<file path="src/rtl/nibble_serial_add_ctrl.sv">
// WIDTH-bit add/subtract sequenced through one external 4-bit CLA slice,
// one nibble per clock (LSB first), with valid/ready on both sides.
module nibble_serial_add_ctrl #(
  parameter int unsigned WIDTH = 16
) (
  input  logic             clk,
  input  logic             rst,
  input  logic             in_valid,
  output logic             in_ready,
  input  logic [WIDTH-1:0] op_a,
  input  logic [WIDTH-1:0] op_b,
  input  logic             op_cin,
  input  logic             op_sub,
  output logic             out_valid,
  input  logic             out_ready,
  output logic [WIDTH-1:0] result,
  output logic             cout,
  output logic             ovf,
  output logic             busy,
  output logic [3:0]       slice_a,
  output logic [3:0]       slice_b,
  output logic             slice_cin,
  input  logic [3:0]       slice_sum,
  input  logic             slice_cout
);

  localparam int unsigned NIB = WIDTH / 4;
  localparam int unsigned CW  = (NIB > 1) ? $clog2(NIB) : 1;

  typedef enum logic [1:0] {S_IDLE, S_RUN, S_DONE} state_t;

  state_t           r_state;
  state_t           w_next;
  logic [WIDTH-1:0] r_a;
  logic [WIDTH-1:0] r_b;
  logic [WIDTH-1:0] r_result;
  logic             r_sub;
  logic             r_carry;
  logic             r_cout;
  logic             r_ovf;
  logic [CW-1:0]    r_cnt;

  logic             w_accept;
  logic             w_last;
  logic [WIDTH-1:0] w_a_sh;
  logic [WIDTH-1:0] w_b_sh;
  logic [3:0]       w_a_nib;
  logic [3:0]       w_b_nib;

  assign w_accept = (r_state == S_IDLE) && in_valid;
  assign w_last   = (r_cnt == CW'(NIB - 1));
  assign w_a_sh   = r_a >> {r_cnt, 2'b00};
  assign w_b_sh   = r_b >> {r_cnt, 2'b00};
  assign w_a_nib  = w_a_sh[3:0];
  assign w_b_nib  = w_b_sh[3:0];

  assign result = r_result;
  assign cout   = r_cout;
  assign ovf    = r_ovf;

  always_ff @(posedge clk) begin
    if (rst) r_state <= S_IDLE;
    else     r_state <= w_next;
  end

  always_comb begin
    w_next    = r_state;
    in_ready  = 1'b0;
    out_valid = 1'b0;
    busy      = 1'b0;
    slice_a   = '0;
    slice_b   = '0;
    slice_cin = 1'b0;
    case (r_state)
      S_IDLE: begin
        in_ready = 1'b1;
        if (in_valid) w_next = S_RUN;
      end
      S_RUN: begin
        busy      = 1'b1;
        slice_a   = w_a_nib;
        slice_b   = w_b_nib ^ {4{r_sub}};
        slice_cin = r_carry;
        if (w_last) w_next = S_DONE;
      end
      S_DONE: begin
        busy      = 1'b1;
        out_valid = 1'b1;
        if (out_ready) w_next = S_IDLE;
      end
      default: w_next = S_IDLE;
    endcase
  end

  always_ff @(posedge clk) begin
    if (rst) begin
      r_a      <= '0;
      r_b      <= '0;
      r_sub    <= 1'b0;
      r_carry  <= 1'b0;
      r_cnt    <= '0;
      r_result <= '0;
      r_cout   <= 1'b0;
      r_ovf    <= 1'b0;
    end else if (w_accept) begin
      r_a      <= op_a;
      r_b      <= op_b;
      r_sub    <= op_sub;
      r_carry  <= op_sub | op_cin;
      r_cnt    <= '0;
      r_result <= '0;
    end else if (r_state == S_RUN) begin
      for (int unsigned i = 0; i < NIB; i++) begin
        if (r_cnt == CW'(i)) r_result[4*i +: 4] <= slice_sum;
      end
      r_carry <= slice_cout;
      // Counter parks on the last nibble instead of wrapping.
      if (!w_last) begin
        r_cnt <= r_cnt + 1'b1;
      end else begin
        r_cout <= slice_cout;
        r_ovf  <= (r_a[WIDTH-1] == (r_b[WIDTH-1] ^ r_sub)) &&
                  (slice_sum[3] != r_a[WIDTH-1]);
      end
    end
  end

endmodule

</file>
<file path="config.mk">
export PLATFORM = sky130hd
export DESIGN_NAME = nibble_serial_add_ctrl
export DESIGN_NICKNAME = d
export VERILOG_FILES = /design/src/rtl/nibble_serial_add_ctrl.sv
export SDC_FILE = /design/constraint.sdc
export NUM_CORES = 1
export LEC_CHECK = 0
export CORE_ASPECT_RATIO = 1.25
export CORE_MARGIN = 4
export CORE_UTILIZATION = 40
export CTS_BUF_LIST = sky130_fd_sc_hd__clkbuf_16
export CTS_CLUSTER_SIZE = 25
export DETAILED_ROUTE_END_ITERATION = 8
export PLACE_DENSITY = 0.72
export SLEW_MARGIN = 20
export SYNTH_ARGS = -nofsm -noshare
export SYNTH_HDL_FRONTEND = slang
export SYNTH_SLANG_ARGS = --single-unit
</file>
<file path="constraint.sdc">
create_clock -name clk -period 1.4 [get_ports clk]
set_clock_uncertainty 0.05 [all_clocks]
set_input_delay 0.21 -clock clk [delete_from_list [all_inputs] [get_ports clk]]
set_output_delay 0.21 -clock clk [all_outputs]
set_load 0.01 [all_outputs]
</file>
==> impl_metrics.env <==
export IMPL_m1WireLength_um=2940
export IMPL_pwr_share_seq_pct=38.6
export IMPL_grt_max_degree=24
export IMPL_cp_required_ns=1.14
export IMPL_finalSetupViolCount=46
export IMPL_synth_area_mm2=0.00246
export IMPL_min_period_ns=2.00
export IMPL_crit_path_end_kind="primary output"
export IMPL_crit_slowest_cell="mux4_2"
export IMPL_pwr_density_cell_mw_per_mm2=1050
export IMPL_nNetsFinal=441
export IMPL_cap_viol_max_count=0
export IMPL_reg2reg_depth=7
export IMPL_max_slew_margin_pct=78.7
export IMPL_hold_slack_ns=0.398
export IMPL_grt_pass1_vias=2260
export IMPL_clk_latency_ns=0.29
export IMPL_routabilityCongestion=0.834
export IMPL_dieArea_mm2=0.00747
export IMPL_antenna_found_initial=0
export IMPL_vias_per_cell=5.11
export IMPL_setup_ws_ns=-0.601
export IMPL_ys_seq_area_share_pct=45.6
export IMPL_hold_viol_final=0
export IMPL_leakagePower_uw=0.00175
export IMPL_cts_tree="done"
export IMPL_dp_cells=453
export IMPL_cts_htree_levels=2
export IMPL_fin_crit_sh_pct=143
export IMPL_critPathTopFamily="multiplexers"
export IMPL_r2r_start="r_cnt[0]"
export IMPL_worstPathMaxFanout=4
export IMPL_reg2reg_to="r_cnt[1]"
export IMPL_die_x_um=78.1
export IMPL_rows=31
export IMPL_initial_utilization_pct=41.7
export IMPL_cts_sinks=56
export IMPL_crit_path_start="r_cnt[0]"
export IMPL_p_sw_uw=1180
export IMPL_ys_ff_latch=56
export IMPL_drt_initial_drc_count=108
export IMPL_ir_drop_v=0.000735
export IMPL_clockBufferDepth=2
export IMPL_drt_total_wl_um=7520
export IMPL_crit_chain="buf_12 -> mux4_2 -> mux2i_2 -> buf_2"
export IMPL_worstSetupPathType="flop to primary output"
export IMPL_synth_cells=289
export IMPL_internal_power_uw=3350
export IMPL_hp_class="flop to flop"
export IMPL_rsz0062_at_grt="true"
export IMPL_clock_fmax_mhz=500
export IMPL_die_h_um=95.7
export IMPL_dp_slack_ns=-0.639
export IMPL_endpoint="slice_b[1]"
export IMPL_violations="negative setup slack"
export IMPL_io_pins=73
export IMPL_fillers=417
export IMPL_grt_total_usage_pct=17.9
export IMPL_coreArea_mm2=0.00590
export IMPL_switching_share_pct=26.0
export IMPL_status="finished, violations left"
export IMPL_p_clk_share_pct=34.3
export IMPL_wire_per_inst_um=15.9
export IMPL_port_buffers=72
export IMPL_yosysTopAreaCell="dfxtp_1"
export IMPL_diodes=0
export IMPL_r2r_slack_ns=-0.10
export IMPL_cp_data_arrival_time_ns=1.74
export IMPL_cts_buffers=5
export IMPL_grt_ovfl_total=0
export IMPL_ant_nets=0
export IMPL_hpwlAfterDp_um=4630
export IMPL_syn_num_nets=340
export IMPL_synth_area_per_cell_um2=8.51
export IMPL_crit_cells=4
export IMPL_pwr_share_comb_pct=27.2
export IMPL_area_growth_pct=75.4
export IMPL_highest_layer="met4"
export IMPL_ys_types=24
export IMPL_whs_path_depth=2
export IMPL_met2WireLength_um=3980
export IMPL_post_route_util_pct=73.2
export IMPL_cpPeakStageDelay_ns=0.52
export IMPL_tns_ns=-5.53
export IMPL_dr_wl_met3_um=425
export IMPL_cp_start_kind="flop"
export IMPL_crit_buf_inv=2
export IMPL_drive_gt1_share_pct=43.1
export IMPL_drc=0
export IMPL_num_vias=2414
export IMPL_worst_pin_slew_ns=0.320
export IMPL_synth_top_cell_area_share_pct=45.6
export IMPL_clockRootBuffer="clkbuf_16"
export IMPL_grt_pass1_wl_um=10700
export IMPL_firstDrtPassIters=4
export IMPL_finalNonFillerCells=472
export IMPL_synth_warnings=0
export IMPL_final_max_slew_viol_count=0
export IMPL_synth_area_leaders="dfxtp_1, nand2_1, a21oi_1"
export IMPL_clkTransAtPathRegs_ns=0.07
==> metrics by stage <==
step | area [µm²] | total power [µW]
3_5_place_dp | 3460 | 2590
5_1_grt | 4310 | 4700
6_report | 4310 | 4520
2_1_floorplan | 2490 | 2210
4_1_cts | 3740 | 4230
3_3_place_gp | 3460 | 2580
==> what timing repair did <==
action / 4_1_cts / 5_1_grt
buffers inserted: 3 / 8
setup endpoints to repair: 86 / 65
pin swaps: 10 / 64
hold buffers: 0 / 0
gates cloned: 1 / 3
resized for setup: 107 / 131
==> layer usage <==
layer,up-vias,GRT usage [%]
li1,1177,-
met1,1140,20.2
met2,83,35.1
met3,14,3.31
met4,0,3.50
met5,-,0
==> worst min-delay path by stage <==
stage	start	to	slack (ns)
finish	result[12]	result[12]	0.40
floorplan	op_a[6]	r_a[6]	0.30
CTS	result[1]	result[1]	0.40
detailed placement	r_a[5]	r_a[5]	0.39
global route	r_a[10]	r_a[10]	0.42
global placement	result[0]	result[0]	0.39
==> sequential cells by signal (all words and copies together), names as in the netlist <==
signal   count
r_cnt        2
r_state      2
r_sub        1
r_carry      1
r_a         16
cout         1
r_b         16
ovf          1
result      16
==> layout make-up <==
type                            count  area, µm²  share of cell area (%)
Timing Repair Buffer              114       1190                    27.5
Inverter                            4       22.5                   0.522
Sequential cell                    56       1130                    26.2
Clock inverter                      2       60.1                    1.39
Tap cell                           82        103                    2.38
Multi-Input combinational cell    209       1690                    39.1
Clock buffer                        5        125                    2.90
==> layout by cell type (no fill, tap or decap), types with 15 or more instances in the layout <==
| master | n |
|---|---|
| a21oi_1 | 18 |
| dfxtp_1 | 52 |
| nand2_1 | 51 |
| buf_4 | 18 |
| dlygate4sd2_1 | 18 |
| a21oi_2 | 34 |
| buf_6 | 22 |
| nand3_1 | 15 |
| clkdlybuf4s50_1 | 42 |
| nand2_4 | 26 |
==> logic make-up (layout without fill, tap and decap cells) <==
logic type | Yosys count | in the layout | share of synthesized area, %
DFF | 56 | 56 | 45.6
AOI/OAI and AO/OA | 58 | 58 | 12.3
and+or+nand+nor | 126 | 126 | 22.0
xor gates and xnor gates | 2 | 2 | 0.713
adders and majority gates | 8 | 8 | 4.07
buffers and inverters | 24 | 125 | 4.68
muxes | 15 | 15 | 10.6
==> Yosys cell counts <==
cell type	instances
o31ai_1	2
xnor2_1	2
nand4_1	2
nor3_1	1
buf_6	1
buf_2	14
o21ai_0	1
ha_1	8
inv_1	4
mux4_1	3
nand3_1	16
nor2_1	3
nor2b_1	5
mux2i_1	7
clkbuf_1	5
mux4_2	5
and2_1	6
nand2_1	88
dfxtp_1	56
a31oi_1	1
a21oi_1	52
nand2b_1	4
a211oi_1	2
nand4b_1	1
==> worst reg2reg max path, stage by stage, from the launching register on <==
cell and delay [ns]:
dfxtp_4 0.38, buf_4 0.14, buf_6 0.12, ha_4 0.17
nor2b_4 0.15, buf_6 0.12, mux2i_1 0.18, nor2_1 0.08
==> power by group through the flow <==
stage / Clock, µW / Sequential, µW / Combinational (µW)
floorplan: 0 / 1760 / 449
global placement: 0 / 1780 / 800
CTS: 1580 / 1740 / 906
finish: 1550 / 1750 / 1230
detailed placement: 0 / 1780 / 813
global route: 1630 / 1750 / 1310
Power figures use the tool's default switching activity.
